$ cat config.mk
export PLATFORM = sky130hd
export DESIGN_NAME = conv_frame_sched
export DESIGN_NICKNAME = d
export VERILOG_FILES = /design/src/rtl/conv_pkg.sv /design/src/rtl/conv_tap_delay.sv /design/src/rtl/conv_frame_sched.sv
export SDC_FILE = /design/constraint.sdc
export NUM_CORES = 1
export LEC_CHECK = 0
export ABC_AREA = 0
export CAP_MARGIN = 10
export CORE_UTILIZATION = 58
export CTS_CLUSTER_DIAMETER = 40
export DETAILED_ROUTE_END_ITERATION = 8
export GPL_ROUTABILITY_DRIVEN = 0
export PLACE_DENSITY_LB_ADDON = 0.25
export SKIP_LAST_GASP = 1
export SLEW_MARGIN = 15
export SYNTH_ARGS = -nofsm -noshare
export SYNTH_HDL_FRONTEND = slang
export SYNTH_HIERARCHICAL = 1
export SYNTH_SLANG_ARGS = --single-unit
$ cat constraint.sdc
create_clock -name clk -period 5.4 [get_ports clk]
set_input_delay 1.08 -clock clk [delete_from_list [all_inputs] [get_ports clk]]
set_output_delay 1.08 -clock clk [all_outputs]
set_load 0.02 [all_outputs]
$ cat src/rtl/conv_pkg.sv
// conv_pkg: shared FSM states, 3x3 tap geometry and filter codes for the
// convolution frame sequencer.
package conv_pkg;
    localparam int TAPS = 9;
    typedef enum logic [2:0] {IDLE, FETCH, DRAIN, WRITE, DONE} state_t;
    typedef struct packed {
        logic       valid;
        logic       clr;
        logic [3:0] tap;
        logic       zero;
    } tap_t;
    // dx = k%3-1, dy = k/3-1 for tap k
    localparam logic signed [1:0] TAP_DX [TAPS] = '{2'sb11, 2'sb00, 2'sb01,
                                                    2'sb11, 2'sb00, 2'sb01,
                                                    2'sb11, 2'sb00, 2'sb01};
    localparam logic signed [1:0] TAP_DY [TAPS] = '{2'sb11, 2'sb11, 2'sb11,
                                                    2'sb00, 2'sb00, 2'sb00,
                                                    2'sb01, 2'sb01, 2'sb01};
    localparam logic [2:0] FILT_IDENT   = 3'b000;
    localparam logic [2:0] FILT_BLUR    = 3'b001;
    localparam logic [2:0] FILT_SHARPEN = 3'b010;
    localparam logic [2:0] FILT_EDGE    = 3'b011;
    localparam logic [2:0] FILT_EMBOSS  = 3'b100;
endpackage

$ cat src/rtl/conv_tap_delay.sv
// conv_tap_delay: DEPTH-stage shift register aligning the tap stream with
// source memory read data.
module conv_tap_delay
    import conv_pkg::*;
#(
    parameter int DEPTH = 2
) (
    input  logic clk,
    input  logic rst,
    input  tap_t d,
    output tap_t q
);
    tap_t sr [DEPTH];

    always_ff @(posedge clk or negedge rst) begin
        if (!rst) begin
            for (int i = 0; i < DEPTH; i++) sr[i] <= '0;
        end else begin
            sr[0] <= d;
            for (int i = 1; i < DEPTH; i++) sr[i] <= sr[i-1];
        end
    end

    assign q = sr[DEPTH-1];
endmodule

$ cat src/rtl/conv_frame_sched.sv
// conv_frame_sched: raster-order 3x3 tap sequencer with accumulator control and
// handshaked result writes. CONV_ZERO_PAD_EN selects zero padding over edge clamping.
module conv_frame_sched
    import conv_pkg::*;
#(
    parameter int IMG_W   = 64,
    parameter int IMG_H   = 48,
    parameter int ADDR_W  = 12,
    parameter int MEM_LAT = 2
) (
    input  logic              clk,
    input  logic              rst,
    input  logic              ld,
    input  logic [2:0]        filter,
    output logic              rd_en,
    output logic [ADDR_W-1:0] rd_addr,
    output logic              acc_en,
    output logic              acc_clr,
    output logic [3:0]        acc_tap,
    output logic              tap_zero,
    output logic [2:0]        filter_sel,
    output logic              wr_en,
    output logic [ADDR_W-1:0] wr_addr,
    input  logic              wr_ready,
    output logic              busy,
    output logic              complete
);
    localparam int AW = ADDR_W + 2;
    localparam logic signed [AW-1:0] W_S = AW'(IMG_W);
    localparam logic signed [AW-1:0] H_S = AW'(IMG_H);

    state_t state, state_nx;
    logic [3:0] k;
    logic [7:0] cnt;
    logic [ADDR_W-1:0] x, y;
    logic signed [AW-1:0] tx, ty, cx, cy, lin;
    logic oob, fetch, accept, last_k, last_d, last_px, last_col, fire;
    tap_t tap_in, tap_out;

    assign fetch    = state == FETCH;
    assign accept   = ld && (state == IDLE || state == DONE);
    assign last_k   = k == 4'(TAPS - 1);
    assign last_d   = cnt == 8'(MEM_LAT - 1);
    assign last_col = x == ADDR_W'(IMG_W - 1);
    assign last_px  = last_col && y == ADDR_W'(IMG_H - 1);
    assign fire     = state == WRITE && wr_ready;

    // signed tap coordinates so off-image taps are seen before truncation
    assign tx = $signed({2'b00, x}) + AW'(TAP_DX[k]);
    assign ty = $signed({2'b00, y}) + AW'(TAP_DY[k]);
`ifdef CONV_ZERO_PAD_EN
    assign cx  = tx;
    assign cy  = ty;
    assign oob = tx[AW-1] || tx >= W_S || ty[AW-1] || ty >= H_S;
`else
    assign cx  = tx[AW-1] ? '0 : tx >= W_S ? W_S - 1 : tx;
    assign cy  = ty[AW-1] ? '0 : ty >= H_S ? H_S - 1 : ty;
    assign oob = 1'b0;
`endif
    assign lin     = cy * W_S + cx;
    assign rd_en   = fetch && !oob;
    assign rd_addr = rd_en ? lin[ADDR_W-1:0] : '0;

    assign wr_en   = state == WRITE;
    assign wr_addr = wr_en ? ADDR_W'(int'(y) * IMG_W + int'(x)) : '0;
    assign busy    = state == FETCH || state == DRAIN || state == WRITE;

    assign tap_in = '{valid: fetch, clr: fetch && k == 4'd0, tap: k, zero: fetch && oob};

    conv_tap_delay #(.DEPTH(MEM_LAT)) u_delay (
        .clk (clk),
        .rst (rst),
        .d   (tap_in),
        .q   (tap_out)
    );

    assign acc_en   = tap_out.valid;
    assign acc_clr  = tap_out.clr;
    assign acc_tap  = tap_out.tap;
    assign tap_zero = tap_out.zero;

    always_comb begin
        state_nx = state;
        case (state)
            IDLE, DONE: state_nx = ld ? FETCH : state;
            FETCH:      state_nx = last_k ? DRAIN : FETCH;
            DRAIN:      state_nx = last_d ? WRITE : DRAIN;
            WRITE:      state_nx = !wr_ready ? WRITE : last_px ? DONE : FETCH;
            default:    state_nx = IDLE;
        endcase
    end

    always_ff @(posedge clk or negedge rst) begin
        if (!rst) begin
            state      <= IDLE;
            k          <= '0;
            cnt        <= '0;
            x          <= '0;
            y          <= '0;
            filter_sel <= '0;
            complete   <= 1'b0;
        end else begin
            state <= state_nx;
            k     <= fetch && !last_k ? k + 4'd1 : 4'd0;
            cnt   <= state == DRAIN && !last_d ? cnt + 8'd1 : 8'd0;
            if (accept) begin
                filter_sel <= filter;
                x          <= '0;
                y          <= '0;
                complete   <= 1'b0;
            end else if (fire) begin
                x        <= last_col ? '0 : x + 1'b1;
                y        <= last_col ? y + 1'b1 : y;
                complete <= last_px;
            end
        end
    end
endmodule

==> results.json <==
{
  "ys.flop_type": "dfrtp_1",
  "p_sw_mw": 1.16,
  "synth_edf_count": 0,
  "crit_end": "rd_addr[9]",
  "fin_util": 0.723,
  "power_mw": 2.64,
  "cts.clk_slew.worst_paths_ns": 0.08,
  "arrival_ns": 4.25,
  "maxSlewViolCount": 0,
  "fmax_mhz": 187,
  "clkLatencyLatePin_ns": 0.34,
  "antenna_found_initial": 0,
  "synth.area.mux_share": 0.00944,
  "drc": 0,
  "async_flop_share": 1.00,
  "grt-ovfl-total": 0,
  "avgSynthCellArea_um2": 8.47,
  "fin_tns_setup_ns": 0,
  "die-area_um2": 7890,
  "dp_cells": 658,
  "initial_utilization": 0.603,
  "final_cells": 675,
  "wl_mm": 10.7,
  "worst-path-stages": 19,
  "cp_slowest_stage_delay_ns": 0.38,
  "final_cell_mix": "dfrtp_1 (57), nor2_1 (53), nand2_1 (48), a21oi_1 (34)",
  "synth.cell_area_um2": 4370,
  "whs_path_depth": 0,
  "synth_xor_area_frac": 0.0801,
  "place_area_um2": 4950,
  "syn_inst": 516,
  "r2r-end": "y[10]$_DFFE_PN0P_",
  "power_leakage_nw": 2.50,
  "clockBufferDepth": 2,
  "synthSimpleGateAreaFrac": 0.262,
  "fin_ws_ns": 0.0656,
  "switching_share": 0.438,
  "cp_max_fo": 6,
  "r2r_start": "state[2]$_DFFE_PN0P_",
  "clkPwrFrac": 0.173,
  "drive_above_1_share": 0.113,
  "nets": 615,
  "drv_cap": 0,
  "synth_compound_area_frac": 0.151,
  "grt_use_total": 0.283,
  "use_met3": 0.0382,
  "finalCritPeriodShare": 0.988,
  "grt_max_degree": 58,
  "rr_worst_depth": 8,
  "rows": 31,
  "layout_commonest_cell": "dfrtp_1",
  "ys_seq_area_frac": 0.326,
  "stdcell_area_um2": 5250,
  "cp.buffers_inverters": 3,
  "tightest_slew_ns": 0.709,
  "synth-seq-cells": 57,
  "cts_tree": "built",
  "crit_start": "k[0]$_DFF_PN0_",
  "slew_headroom": 0.528,
  "htree_levels": 3,
  "combPwrFrac": 0.622,
  "met1_usage": 0.380,
  "diodes": 0,
  "cts_root_buffer": "clkbuf_8",
  "critPathCaptureType": "primary output",
  "met2_usage": 0.471,
  "fin_skew_ns": 0.0104,
  "whs_ns": 0.350,
  "synth_top_family_by_area": "simple AND/OR/NAND/NOR gates",
  "clock-sinks": 57,
  "io_buffers": 44,
  "start_kind": "flop",
  "grt_pass1_wl_mm": 17.1,
  "path_class": "reg -> out",
  "crit_chain": "ha_1 > inv_2 > ha_2 > nor2b_4 > xnor2_1 > ha_1 > or3b_4 > or3_4 > o32ai_4 > xnor2_1 > nand4_1 > o31a_1 > or2_4 > o21a_1 > ha_1 > inv_1 > xnor2_1 > nor2_1 > buf_2",
  "firstDrtPassIters": 5,
  "internal_power_mw": 1.48,
  "ys.warnings.count": 6,
  "finalHoldViolations": 0,
  "first_global_vias": 3592,
  "area_delta_synth_final_pct": 20.0,
  "dpl.hpwl_mm": 7.87,
  "regToRegSetupSlack_ns": 2.62,
  "status": "finished clean",
  "synthAdderAreaFrac": 0.111,
  "power.density_nw_per_um2": 502,
  "ctsHoldBuffers": 0,
  "via_per_inst": 5.98,
  "initialDrtViolationCount": 203,
  "final-setup-viol-count": 0,
  "cts_buffers": 9,
  "dpl_worst_slack_ns": -0.111,
  "crit_slowest_cell": "dfrtp_1",
  "p_seq_frac": 0.205,
  "die_x_um": 88.8,
  "ant_nets": 0,
  "period_minus_slack_ns": 5.33,
  "critical-path-top-delay-family": "simple AND/OR/NAND/NOR gates",
  "hold_path_class": "reg -> reg",
  "core_area_um2": 7250,
  "pin_count": 45,
  "ys_types": 61,
  "grt.busiest_layer": "met2",
  "ir_drop_mv": 0.231,
  "required_ns": 4.32,
  "dr_total_vias": 4038,
  "post_drt_wl_per_cell_um": 15.9,
  "fp.dieH_um": 88.8,
  "rsz0062_at_grt": "yes"
}
## synth_stat cells, drive strengths merged (2+ instances only)
cell,n,area (um2)
ha,34,425
a21o,6,45.0
nand3,24,120
or3b,2,17.5
nand3b,7,52.6
or2,3,18.8
nor2,53,199
xnor2,19,166
nor4b,4,50.1
a2111oi,2,17.5
dfrtp,57,1430
o21ai,32,164
nand2b,3,18.8
clkbuf,10,38.8
a21oi,35,175
mux2i,3,30.0
fa,3,60.1
conb,2,7.51
or4,3,22.5
o22ai,2,12.5
and2,12,75.1
and3,8,50.1
nand4,12,75.1
buf,18,124
o21a,7,52.6
nor3,14,70.1
nor4,4,55.1
xor2,21,184
a31oi,5,31.3
o211ai,3,22.5
or3,12,75.1
o31ai,3,22.5
inv,25,93.8
o2111ai,3,26.3
nand2,48,180
o21bai,3,22.5
## metal layers
metal	routed length (um)	vias to the layer above
li1	-	1912
met1	4730	1940
met2	5150	163
met3	661	23
met4	212	0
met5	0	-
## flip-flops by register name, indices dropped and copies added, names as in the netlist
name and flops:
u_delay/q 7, filter_sel 3, k 4, cnt 8, x 12, state 3, y 12, u_delay/sr 7
complete 1
## power by group through the flow
stage / Sequential, mW / Combinational [mW] / Clock [mW]
2_1_floorplan: 0.551 / 1.10 / 0
3_3_place_gp: 0.541 / 1.53 / 0
3_5_place_dp: 0.547 / 1.58 / 0
4_1_cts: 0.541 / 1.60 / 0.460
5_1_grt: 0.549 / 1.80 / 0.480
6_report: 0.542 / 1.64 / 0.455
## final cells by class
cell class / instances / area, um2
multi-input combinational: 411 / 2780
fill: 571 / 2010
sequential: 57 / 1430
timing repair buffer: 67 / 601
clock buffer: 9 / 124
tap: 99 / 124
clock inverter: 7 / 103
inverter: 25 / 93.8
## worst min-delay path by stage
stage,startpoint,to,slack [ns]
2_1_floorplan,u_delay/sr[7]$_DFF_PN0_,u_delay/q[0]$_DFF_PN0_,0.33
3_3_place_gp,u_delay/sr[10]$_DFF_PN0_,u_delay/q[3]$_DFF_PN0_,0.33
3_5_place_dp,u_delay/sr[12]$_DFF_PN0_,u_delay/q[5]$_DFF_PN0_,0.33
4_1_cts,u_delay/sr[12]$_DFF_PN0_,u_delay/q[5]$_DFF_PN0_,0.35
5_1_grt,u_delay/sr[13]$_DFF_PN0_,u_delay/q[6]$_DFF_PN0_,0.36
6_report,u_delay/sr[11]$_DFF_PN0_,u_delay/q[4]$_DFF_PN0_,0.35
## kinds of logic after synthesis
family	after synthesis
other	2
muxes	4
and+or+nand+nor	215
AOI/OAI and AO/OA	108
adders and majority gates	37
xor gates and xnor gates	40
buffers and inverters	53
DFF	57
## timing repair
item                                    in CTS  in global routing
endpoints found under the setup margin      11                 12
setup buffers                                0                  1
resized for setup                           19                 21
pin swaps                                    0                  6
No activity file was read; power rests on OpenSTA's default activity.
